[src/rtl/bcd_to_byte_pkg.sv]
// bcd_to_byte_pkg: shared BCD constants, FSM state encoding and digit helper
package bcd_to_byte_pkg;
  localparam int BCD_DIGIT_W = 4;
  localparam logic [3:0] BCD_MAX_DIGIT = 4'd9;
  localparam logic [3:0] BCD_ADJ_THRESH = 4'd8;
  localparam logic [3:0] BCD_ADJ_SUB = 4'd3;
  typedef enum logic {ST_IDLE, ST_CONV} state_t;
  function automatic logic digit_bad(input logic [3:0] d);
    return d > BCD_MAX_DIGIT;
  endfunction
endpackage

[src/rtl/bcd_to_byte_if.sv]
// bcd_to_byte_if: start/done handshake and result bus of the BCD-to-binary converter
interface bcd_to_byte_if #(parameter int DIGITS = 3, parameter int OUT_W = 8);
  logic start;
  logic [4*DIGITS-1:0] bcd_in;
  logic busy;
  logic done;
  logic [OUT_W-1:0] byte_out;
  logic overflow;
  logic invalid;
  modport master (output start, bcd_in, input busy, done, byte_out, overflow, invalid);
  modport slave (input start, bcd_in, output busy, done, byte_out, overflow, invalid);
endinterface

[src/rtl/bcd_to_byte_digit_adjust.sv]
// bcd_digit_adjust: subtract 3 from a BCD digit that is 8 or more after a right shift
module bcd_digit_adjust
  import bcd_to_byte_pkg::*;
(
  input  logic [3:0] din,
  output logic [3:0] dout
);
  assign dout = din >= BCD_ADJ_THRESH ? din - BCD_ADJ_SUB : din;
endmodule

[src/rtl/bcd_to_byte.sv]
// bcd_to_byte: sequential packed-BCD to binary converter (reverse double-dabble, one shift per clock);
// define BCD_TO_BYTE_SAT_EN to saturate byte_out on overflow instead of truncating
module bcd_to_byte
  import bcd_to_byte_pkg::*;
#(
  parameter int DIGITS = 3,
  parameter int OUT_W = 8
) (
  input logic clk,
  input logic rst_n,
  bcd_to_byte_if.slave bus
);
  localparam int ITER = 4 * DIGITS;
  localparam int BCD_W = BCD_DIGIT_W * DIGITS;
  localparam int SR_W = BCD_W + ITER;
  localparam int CNT_W = $clog2(ITER);
`ifdef BCD_TO_BYTE_SAT_EN
  localparam bit SAT = 1'b1;
`else
  localparam bit SAT = 1'b0;
`endif
  state_t state, state_n;
  logic [SR_W-1:0] sr, sr_n, shifted, stepped;
  logic [CNT_W-1:0] cnt, cnt_n;
  logic [ITER-1:0] bin_final;
  logic [OUT_W-1:0] byte_n;
  logic busy_n, done_n, ovf_n, inv_n, bad, last, accept, ovf_final;
  assign shifted = sr >> 1;
  genvar g;
  for (g = 0; g < DIGITS; g++) begin : g_adj
    bcd_digit_adjust u_adj (.din(shifted[ITER+g*4 +: 4]), .dout(stepped[ITER+g*4 +: 4]));
  end
  assign stepped[ITER-1:0] = shifted[ITER-1:0];
  assign bin_final = stepped[ITER-1:0];
  assign ovf_final = |(bin_final >> OUT_W);
  assign last = cnt == CNT_W'(ITER - 1);
  assign accept = state == ST_IDLE && bus.start && !bus.done;
  // flag any input digit above 9
  always_comb begin
    bad = 1'b0;
    for (int i = 0; i < DIGITS; i++) bad = bad | digit_bad(bus.bcd_in[i*4 +: 4]);
  end
  // next state, datapath and output values
  always_comb begin
    state_n = state;
    sr_n = sr;
    cnt_n = cnt;
    busy_n = bus.busy;
    done_n = 1'b0;
    byte_n = bus.byte_out;
    ovf_n = bus.overflow;
    inv_n = bus.invalid;
    if (accept) begin
      sr_n = {bus.bcd_in, ITER'(0)};
      cnt_n = '0;
      byte_n = '0;
      ovf_n = 1'b0;
      inv_n = bad;
      done_n = bad;
      busy_n = !bad;
      state_n = bad ? ST_IDLE : ST_CONV;
    end else if (state == ST_CONV) begin
      sr_n = stepped;
      cnt_n = cnt + 1'b1;
      if (last) begin
        state_n = ST_IDLE;
        cnt_n = '0;
        busy_n = 1'b0;
        done_n = 1'b1;
        ovf_n = ovf_final;
        byte_n = (SAT && ovf_final) ? {OUT_W{1'b1}} : OUT_W'(bin_final);
      end
    end
  end
  // state and output registers with asynchronous reset
  always_ff @(posedge clk or negedge rst_n)
    if (!rst_n) begin
      state <= ST_IDLE;
      sr <= '0;
      cnt <= '0;
      bus.busy <= 1'b0;
      bus.done <= 1'b0;
      bus.byte_out <= '0;
      bus.overflow <= 1'b0;
      bus.invalid <= 1'b0;
    end else begin
      state <= state_n;
      sr <= sr_n;
      cnt <= cnt_n;
      bus.busy <= busy_n;
      bus.done <= done_n;
      bus.byte_out <= byte_n;
      bus.overflow <= ovf_n;
      bus.invalid <= inv_n;
    end
endmodule

[src/flat_wrapper.sv]
// flat-port wrapper written by rule: the top's interface ports become plain ports
module bcd_to_byte_flat import bcd_to_byte_pkg::*;
#(
  parameter int DIGITS = 3,
  parameter int OUT_W = 8
)
  (clk, rst_n, bus_start, bus_bcd_in, bus_busy, bus_done, bus_byte_out, bus_overflow, bus_invalid);
  bcd_to_byte_if #(.DIGITS(DIGITS), .OUT_W(OUT_W)) bus_i ();
  input logic clk;
  input logic rst_n;
  input wire logic [$bits(bus_i.start)-1:0] bus_start;
  input wire logic [$bits(bus_i.bcd_in)-1:0] bus_bcd_in;
  output wire logic [$bits(bus_i.busy)-1:0] bus_busy;
  output wire logic [$bits(bus_i.done)-1:0] bus_done;
  output wire logic [$bits(bus_i.byte_out)-1:0] bus_byte_out;
  output wire logic [$bits(bus_i.overflow)-1:0] bus_overflow;
  output wire logic [$bits(bus_i.invalid)-1:0] bus_invalid;
  assign bus_i.start = bus_start;
  assign bus_i.bcd_in = bus_bcd_in;
  assign bus_busy = bus_i.busy;
  assign bus_done = bus_i.done;
  assign bus_byte_out = bus_i.byte_out;
  assign bus_overflow = bus_i.overflow;
  assign bus_invalid = bus_i.invalid;
  bcd_to_byte #(.DIGITS(DIGITS), .OUT_W(OUT_W)) u_core (.clk(clk), .rst_n(rst_n), .bus(bus_i));
endmodule
[config.mk]
export PLATFORM = sky130hd
export DESIGN_NAME = bcd_to_byte_flat
export DESIGN_NICKNAME = d
export VERILOG_FILES = /design/src/rtl/bcd_to_byte_pkg.sv /design/src/rtl/bcd_to_byte_if.sv /design/src/rtl/bcd_to_byte_digit_adjust.sv /design/src/rtl/bcd_to_byte.sv /design/src/flat_wrapper.sv
export SDC_FILE = /design/constraint.sdc
export NUM_CORES = 1
export LEC_CHECK = 0
export BUFFER_PORTS_ARGS = -buffer_cell sky130_fd_sc_hd__clkbuf_2
export CAP_MARGIN = 20
export CORE_MARGIN = 3
export CORE_UTILIZATION = 60
export DETAILED_ROUTE_END_ITERATION = 12
export PLACE_DENSITY = 0.86
export SYNTH_ARGS = -nofsm -noshare
export SYNTH_HDL_FRONTEND = slang
export SYNTH_SLANG_ARGS = --single-unit
export TNS_END_PERCENT = 5
[constraint.sdc]
create_clock -name clk -period 3.67 [get_ports clk]
set_input_delay 0.5505 -clock clk [delete_from_list [all_inputs] [get_ports clk]]
set_output_delay 0.5505 -clock clk [all_outputs]
set_load 0.02 [all_outputs]
# --- Word level (Yosys, flattened, before mapping) ---
# Cells that the tools add are included.
totals:
  regBits: 41
  word_cells: 54
  in_bits: 15
  out_inout_bits: 12
op_classes:
  add_sub_neg: 4
  eq_ne: 1
  n_mux: 24
  order_cmp: 6
  n_reduce_logical: 8
  bitwise_logic: 3
op_table:
  columns: ["operator", "count"]
  rows:
  - ["two-way mux 24 bit", 2]
  - ["two-way mux 4 bit", 6]
  - ["two-way mux 8 bit", 3]
  - ["two-way mux 1 bit", 13]
  - ["> comparator 4 bit, second input constant", 3]
  - [">= comparator 4 bit, second input constant", 2]
  - ["subtractor 4 x 2 -> 4 bit, second input constant", 2]
  - ["adder 4 x 1 -> 4 bit, second input constant", 1]
  - ["== test 4 bit, second input constant", 1]
  - [">= comparator 3 x 4 -> 1 bit, second input constant", 1]
  - ["nonzero test 2 bit", 2]
  - ["OR reduction 4 bit", 1]
  - ["subtractor 3 x 2 -> 4 bit, second input constant", 1]
  - ["logical AND 1 bit", 2]
  - ["zero test 1 bit", 2]
  - ["bitwise OR 1 bit", 2]
  - ["AND reduction 2 bit", 1]
  - ["inverter 1 bit", 1]

# --- Depth between registers and ports, before layout ---
# Gate-level depths: netlist of run 1.
logic_depth:
  depth_word: 5
  ltp_mapped: 6
  ltp_nobuf: 5

# --- Hierarchy ---
# A second synthesis of run 1 with hierarchy kept.
hier_totals:
  hier_cells: 203
  area_unflattened_um2: 2004.4
by_module_without_submodules:
  columns: ["mod", "seq_area_each_um2", "area_per_inst_um2", "instances", "cells_each"]
  rows:
  - ["bcd_to_byte", 1001.0, 1775.5, 1, 170]
  - ["bcd_digit_adjust", 0.0, 76.3, 3, 11]

# --- Worst setup path before layout of run 1 ---
# OpenSTA, ideal clock, no wires.
synth_timing:
  path_kind: "reg-to-reg"
  start: "reg u_core.cnt[0]"
  end: "reg u_core.bus.byte_out[0]"
  t_required_ps: 3549
  setup_ps: 121
  setup_slack_ps: 2337
  arrival_ps: 1212
  path_stages_with_launch: 7
  path_buffers: 2
  synth_period_minus_slack_ps: 1333
  path_cell_list: "dfrtp_1 -> ha_1 -> and4b_1 -> buf_6 -> nor2_4 -> buf_6 -> a22o_1"
synth_via:
  elab_chain_len: 3
synth_rtl:
  columns: ["item", "line", "text"]
  rows:
  - ["from (decl)", "bcd_to_byte.sv:24", "logic [CNT_W-1:0] cnt, cnt_n;"]
  - ["from (signal assigned)", "bcd_to_byte.sv:89", "cnt <= cnt_n;"]
  - ["== test 4 bit", "bcd_to_byte.sv:36", "assign last = cnt == CNT_W'(ITER - 1);"]
  - ["nonzero test 2 bit (no source line)", null, null]
  - ["AND reduction 2 bit (no source line)", null, null]
  - ["to (signal assigned)", "bcd_to_byte.sv:92", "bus.byte_out <= byte_n;"]
  - ["to (decl)", "bcd_to_byte_if.sv:11", "modport slave (input start, bcd_in, output busy, done, byte_out, overflow, invalid);"]
# No other way between the ends.
# A chain may end at the register's enable or synchronous reset.

# --- Worst setup path in the final report of run 1 ---
layout_timing:
  start: "reg u_core.state"
  end: "reg u_core.bus.busy"
layout_via:
  elab_chain_len: 5
  elab_cells_between_ends: 7
  classes_between: "mux (1); bitwise (1); reduce/logical (5)"
layout_rtl:
  columns: ["item", "line", "text"]
  rows:
  - ["from (decl)", "bcd_to_byte.sv:22", "state_t state, state_n;"]
  - ["from (signal assigned)", "bcd_to_byte.sv:87", "state <= state_n;"]
  - ["inverter 1 bit", "bcd_to_byte.sv:37", "assign accept = state == ST_IDLE && bus.start && !bus.done;"]
  - ["logical AND 1 bit (2 in a row)", "bcd_to_byte.sv:37", null]
  - ["nonzero test 2 bit (no source line)", null, null]
  - ["AND reduction 2 bit (no source line)", null, null]
  - ["to (signal assigned)", "bcd_to_byte.sv:90", "bus.busy <= busy_n;"]
  - ["to (decl)", "bcd_to_byte_if.sv:11", null]
# Parallel ways exist; a longest one is shown, timed or not.

==> impl_metrics.env, run 1 <==
export IMPL_synth_top_area_share_pct=52.4
export IMPL_outcome="finished, final reports clean"
export IMPL_cts_resized=0
export IMPL_synth_common_cells="nand2_1, dfrtp_1, o21ai_0"
export IMPL_place_congestion=0.815
export IMPL_synth_seq_cells=40
export IMPL_nets=225
export IMPL_die_h_um=62.4
export IMPL_rows=19
export IMPL_antenna_found_initial=0
export IMPL_worst_setup_path_end_kind="flop"
export IMPL_synth_area_top_cells="dfrtp_1, nand2_1, o21ai_0, mux2i_1, a22o_1"
export IMPL_cts_htree_levels=2
export IMPL_synth_area_per_cell_um2=10.5
export IMPL_yosysMostFrequentCell="nand2_1"
export IMPL_fin_hold_ws_ns=0.329
export IMPL_fmax_mhz=524
export IMPL_use_met2_pct=30.9
export IMPL_core_area_um2=2900
export IMPL_hold_path_class="in -> async"
export IMPL_synth_mux_area_share_pct=5.24
export IMPL_synth_simple_area_share_pct=14.6
export IMPL_ir_worst_vdd_v=0.000360
export IMPL_worstSetupPathType="reg -> reg"
export IMPL_dpl_cell_area_um2=2010
export IMPL_cts_buffers=5
export IMPL_clockBufferDepth=2
export IMPL_drive_gt1_share_pct=18.5
export IMPL_grt_pass1_vias=1307
export IMPL_crit_start="u_core.state$_DFF_PN0_"
export IMPL_skew_ns=0.0122
export IMPL_synthesis_area_um2=1910
export IMPL_pre_cts_slack_ns=1.81
export IMPL_fin_setup_tns_ns=0
export IMPL_yosys_area_top_type="dfrtp_1"
export IMPL_place_hpwl_um=2580
export IMPL_synthArstFlopShare_pct=100
export IMPL_cpLargestDelayFamily="simple AND/OR/NAND/NOR gates"
export IMPL_power_w=0.00151
export IMPL_crit_fanout=37
export IMPL_synth_top_family_by_area="compound AO/OA/AOI/OAI gates"
export IMPL_power_density_nw_per_um2=732
export IMPL_drcViolationCount=0
export IMPL_setup_viol=0
export IMPL_drtIter0Drc=63
export IMPL_yosysWarnings=0
export IMPL_worstMarginPinSlew_ns=0.952
export IMPL_synth_edf_count=0
export IMPL_grt_max_degree=41
export IMPL_detail_route_wl_per_cell_um=14.8
export IMPL_synth_ff_type="dfrtp_1"
export IMPL_synthToLayoutAreaGrowth_pct=8.13
export IMPL_post_cts_buffers=0
export IMPL_seq_area_frac_synth_pct=52.4
export IMPL_start_util_pct=65.8
export IMPL_drv_cap=0
export IMPL_grt_use_met3_pct=3.78
export IMPL_path_clk_slew_ns=0.12
export IMPL_min_period_ns=1.91
export IMPL_synthAdderAreaFrac_pct=3.28
export IMPL_slowest_delay_ns=0.59
export IMPL_viasPerCell=5.63
export IMPL_port_buffers=26
export IMPL_ctsHoldBuffers=0
export IMPL_crit_required_ns=3.91
export IMPL_finalHoldViolations=0
export IMPL_busiest_layer="met2"
export IMPL_crit_chain="buf_4, and4b_1, nor2_4, a22o_1"
export IMPL_clk_latency_ns=0.34
export IMPL_synth_cells=182
export IMPL_diodes=0
export IMPL_cp_slowest_cell="dfrtp_1"
export IMPL_leakage_nw=1.01
export IMPL_chipWidth_um=62.4
export IMPL_synth_cell_type_count=32
export IMPL_drtAntennaViolNets=0
export IMPL_stdcell_area_um2=2060
export IMPL_worst_slack_ns=1.76
export IMPL_cts_tree="built"
export IMPL_r2r_start="u_core.state$_DFF_PN0_"
export IMPL_max_slew_margin_rel_pct=36.5
export IMPL_maxSlewViolCount=0
export IMPL_synth_xor_area_share_pct=2.29
export IMPL_startpoint_type="flop"
export IMPL_crit_buf_inv=1
export IMPL_grt_usage_pct=20.7
export IMPL_period_share_pct=52.0
export IMPL_synth_fp_nets=202
export IMPL_cts_sinks=40
export IMPL_worstPathArrival_ns=2.15
export IMPL_wl_um=3650
export IMPL_grt_pass1_wl_um=6330
export IMPL_synth_compound_area_share_pct=16.5
export IMPL_cts_root_buf="clkbuf_4"
export IMPL_use_met1_pct=30.4
export IMPL_dr_pass1_iters=4
export IMPL_vias=1391
export IMPL_io_pin_count=27
export IMPL_overflow=0
export IMPL_dieArea_um2=3900
export IMPL_rsz0062_at_grt="no"
-- layout by cell type (no fill, tap or decap), types with 2 or more instances in the layout --
cell type	n
nor2b_1	2
a31oi_1	3
a21boi_0	2
dfrtp_1	40
o2bb2ai_1	2
a21oi_1	4
o221a_2	2
a22o_1	9
xnor2_1	3
nand2_1	41
o21ai_0	23
clkbuf_2	26
clkbuf_4	5
mux2i_1	10
inv_1	6
xor2_1	2
ha_1	5
o211a_1	2
nand2b_1	4
-- metrics by stage --
| step | util [%] | instances |
|---|---|---|
| 2_1_floorplan | - | 182 |
| 3_3_place_gp | 69.5 | 240 |
| 3_5_place_dp | 69.5 | 240 |
| 4_1_cts | 71.2 | 247 |
| 5_1_grt | 71.2 | 247 |
| 6_report | 71.2 | 247 |
-- final cells by class --
type / instances / area, um2
clock buffer: 5 / 37.5
fill: 212 / 836
tap: 42 / 52.6
clock inverter: 2 / 12.5
sequential: 40 / 1000
timing repair buffer: 27 / 138
multi-input combinational: 125 / 801
inverter: 6 / 22.5
-- worst reg2reg max path: stages, from the launching register on --
cell and delay (ns):
dfrtp_1 0.59, buf_4 0.37, and4b_1 0.48, nor2_4 0.12, a22o_1 0.24
-- registers in the layout, indices dropped and copies added, names as in the netlist --
| name | count |
|---|---|
| u_core.bus.busy | 1 |
| u_core.cnt | 4 |
| u_core.state | 1 |
| u_core.bus.done | 1 |
| u_core.bus.invalid | 1 |
| u_core.sr | 23 |
| u_core.bus.overflow | 1 |
| u_core.bus.byte_out | 8 |
-- where the power goes --
group	internal [W]	total [W]	switching, W	leakage, nW
Clock	0.0000699	0.000211	0.000141	0.0271
Sequential	0.000600	0.000758	0.000158	0.521
Combinational	0.000238	0.000542	0.000304	0.461
-- routing by layer --
| layer | vias to the layer above | share of wire [%] |
|---|---|---|
| met5 | - | 0 |
| met4 | 0 | 0.99 |
| met3 | 4 | 6.2 |
| met2 | 45 | 45 |
| met1 | 671 | 47 |
| li1 | 671 | - |
-- kinds of logic (layout without fill, tap and decap cells) --
logic type | Yosys count | count (layout)
AOI/OAI and AO/OA | 48 | 48
xor gates and xnor gates | 5 | 5
adders and majority gates | 5 | 5
buffers and inverters | 17 | 40
DFF | 40 | 40
muxes | 10 | 10
and+or+nand+nor | 57 | 57
-- worst paths after layout --
kind	slack, ns	cells after the start	endpoint
hold / removal	0.33	1	u_core.sr[19]$_DFFE_PN0P_
hold reg to reg	0.50	1	u_core.bus.invalid$_DFFE_PN0P_
max in group asynchronous	2.74	1	u_core.sr[14]$_DFFE_PN0P_
min in group clk	0.43	3	u_core.sr[23]$_DFFE_PN0P_
setup / recovery	1.76	4	u_core.bus.busy$_DFFE_PN0P_
setup reg to reg	1.76	4	u_core.bus.busy$_DFFE_PN0P_
No activity file was read; power rests on OpenSTA's default activity.
==> inputs of run 2 (changes only) <==
--- a/config.mk
+++ b/config.mk
@@ -8,9 +8,9 @@
 export BUFFER_PORTS_ARGS = -buffer_cell sky130_fd_sc_hd__clkbuf_2
 export CAP_MARGIN = 20
 export CORE_MARGIN = 3
-export CORE_UTILIZATION = 60
+export CORE_UTILIZATION = 56
 export DETAILED_ROUTE_END_ITERATION = 12
-export PLACE_DENSITY = 0.86
+export PLACE_DENSITY = 0.81
 export SYNTH_ARGS = -nofsm -noshare
 export SYNTH_HDL_FRONTEND = slang
 export SYNTH_SLANG_ARGS = --single-unit
==> constraint.sdc (replaced) <==
create_clock -name clk -period 2 [get_ports clk]
set_input_delay 0.3 -clock clk [delete_from_list [all_inputs] [get_ports clk]]
set_output_delay 0.3 -clock clk [all_outputs]
set_load 0.02 [all_outputs]
==> run 2 against run 1 <==
Global-route usage down 0.21 points. Die area up 6.4%. Non-clock buffer count up 6. Fmax up 24%. Critical endpoint unchanged.
==> impl_metrics.env, run 2 (synthesis gave the netlist of run 1 again) <==
export IMPL_outcome="finished, final reports clean"
export IMPL_cp_depth=4
export IMPL_worst_setup_path_end_kind="flop"
export IMPL_drtIter0Drc=91
export IMPL_worstSetupPathType="reg -> reg"
export IMPL_ctsHoldBuffers=1
export IMPL_synthToLayoutAreaGrowth_pct=13.2
export IMPL_dpl_cell_area_um2=2050
export IMPL_hold_depth=3
export IMPL_place_congestion=0.773
export IMPL_setup_viol=0
export IMPL_leakage_nw=1.06
export IMPL_skew_ns=0.0147
export IMPL_cpLargestDelayFamily="simple AND/OR/NAND/NOR gates"
export IMPL_io_pin_count=27
export IMPL_crit_fanout=11
export IMPL_final_common_cell="nand2_1"
export IMPL_drv_cap=0
export IMPL_power_density_nw_per_um2=1420
export IMPL_cts_buffers=5
export IMPL_start_util_pct=60.6
export IMPL_ff_latch_area_um2=1000
export IMPL_cts_root_buf="clkbuf_4"
export IMPL_cp_slowest_cell="and4b_1"
export IMPL_p_comb_share_pct=34.9
export IMPL_viasPerCell=5.58
export IMPL_dr_pass1_iters=4
export IMPL_fmax_mhz=650
export IMPL_crit_chain="ha_1, and4b_1, nor2_4, a22o_1"
export IMPL_drtAntennaViolNets=0
export IMPL_clk_latency_ns=0.36
export IMPL_cts_resized=0
export IMPL_pwr_share_seq_pct=44.3
export IMPL_core_area_um2=3150
export IMPL_r2r_start="u_core.cnt[0]$_DFFE_PN0P_"
export IMPL_cts_sinks=40
export IMPL_worstMarginPinSlew_ns=0.493
export IMPL_p_int_w=0.00195
export IMPL_startpoint_type="flop"
export IMPL_rsz0062_at_grt="no"
export IMPL_post_cts_buffers=0
export IMPL_hold_path_class="in -> reg"
export IMPL_wl_um=3840
export IMPL_stdcell_area_um2=2160
export IMPL_vias=1424
export IMPL_slowest_delay_ns=0.46
export IMPL_nets=231
export IMPL_p_sw_share_pct=36.6
export IMPL_place_hpwl_um=2640
export IMPL_diodes=0
export IMPL_worstHoldStart="bus_bcd_in[5]"
export IMPL_min_period_ns=1.54
export IMPL_grt_max_degree=41
export IMPL_dieArea_um2=4150
export IMPL_p_clk_share_pct=20.8
export IMPL_path_clk_slew_ns=0.11
export IMPL_finalHoldViolations=0
export IMPL_ff2ff_setup_slack_ns=0.46
export IMPL_die_h_um=64.4
export IMPL_overflow=0
export IMPL_port_buffers=26
export IMPL_reg_top3="u_core.sr x23, u_core.bus.byte_out x8, u_core.cnt x4"
export IMPL_top_register="u_core.sr"
export IMPL_switchingPower_w=0.00113
export IMPL_cts_htree_levels=2
export IMPL_drive_gt1_share_pct=20.4
export IMPL_maxSlewViolCount=0
export IMPL_clockBufferDepth=2
export IMPL_chipWidth_um=64.4
export IMPL_cts_tree="built"
export IMPL_grt_pass1_wl_um=6390
export IMPL_fin_setup_tns_ns=0
export IMPL_worstReg2RegEnd="u_core.bus.busy$_DFFE_PN0P_"
export IMPL_grt_usage_pct=20.5
export IMPL_crit_buf_inv=0
export IMPL_grt_pass1_vias=1342
export IMPL_rows=20
export IMPL_ir_worst_vdd_v=0.000740
export IMPL_worstPathArrival_ns=1.79
export IMPL_detail_route_wl_per_cell_um=15.0
export IMPL_holdPathEnd="u_core.sr[17]$_DFFE_PN0P_"
export IMPL_crit_required_ns=2.25
export IMPL_worstRegToRegCells=4
export IMPL_max_slew_margin_rel_pct=67.1
export IMPL_nFillCells=247
export IMPL_final_cell_mix="nand2_1, dfrtp_1, clkbuf_2, o21ai_0, mux2i_1"
export IMPL_largest_reg_flops=23
export IMPL_multi_input_area_um2=801
export IMPL_period_share_pct=77.0
export IMPL_drcViolationCount=0
export IMPL_antenna_found_initial=0
run 2: worst reg2reg max path, stage by stage (launching register included):
cell and delay [ns]:
dfrtp_1 0.39, ha_1 0.22, and4b_1 0.46, nor2_4 0.13, a22o_1 0.25
run 2: layout make-up:
type / instances / area share [%]
clock inverter: 2 / 2.78
tap: 44 / 2.55
multi-input combinational: 125 / 37.0
clock buffer: 5 / 1.74
sequential: 40 / 46.3
timing repair buffer: 33 / 8.56
inverter: 6 / 1.04
run 2: power groups by stage:
stage | logic (W) | clock network, W | registers (W)
2_1_floorplan | 0.000812 | 0 | 0.00135
3_3_place_gp | 0.00101 | 0 | 0.00136
3_5_place_dp | 0.00107 | 0 | 0.00137
4_1_cts | 0.00109 | 0.000651 | 0.00136
5_1_grt | 0.00122 | 0.000683 | 0.00140
6_report | 0.00108 | 0.000641 | 0.00136
run 2: metrics by stage:
stage	hold slack [ns]	setup WS, ns	cells	power [W]	util (%)
6_report	0.187	0.461	255	0.00308	68.6
3_5_place_dp	0.382	0.473	247	0.00244	65.2
5_1_grt	0.181	0.359	255	0.00331	68.6
3_3_place_gp	0.376	0.531	247	0.00237	65.2
2_1_floorplan	0.00441	0.667	182	0.00217	-
4_1_cts	0.169	0.461	255	0.00310	68.6
run 2: worst max-delay path by stage:
stage,start,endpoint
2_1_floorplan,u_core.cnt[0]$_DFFE_PN0P_,u_core.bus.byte_out[0]$_DFFE_PN0P_
5_1_grt,u_core.cnt[0]$_DFFE_PN0P_,u_core.bus.busy$_DFFE_PN0P_
4_1_cts,u_core.cnt[0]$_DFFE_PN0P_,u_core.bus.busy$_DFFE_PN0P_
3_3_place_gp,u_core.cnt[0]$_DFFE_PN0P_,u_core.bus.busy$_DFFE_PN0P_
6_report,u_core.cnt[0]$_DFFE_PN0P_,u_core.bus.busy$_DFFE_PN0P_
3_5_place_dp,u_core.cnt[0]$_DFFE_PN0P_,u_core.bus.busy$_DFFE_PN0P_
run 2: layer usage:
layer  share of wire [%]  GRT usage (%)
met5                   0              0
met4                 1.8           9.50
met3                 4.6           5.80
met2                  47           30.9
met1                  46           27.2
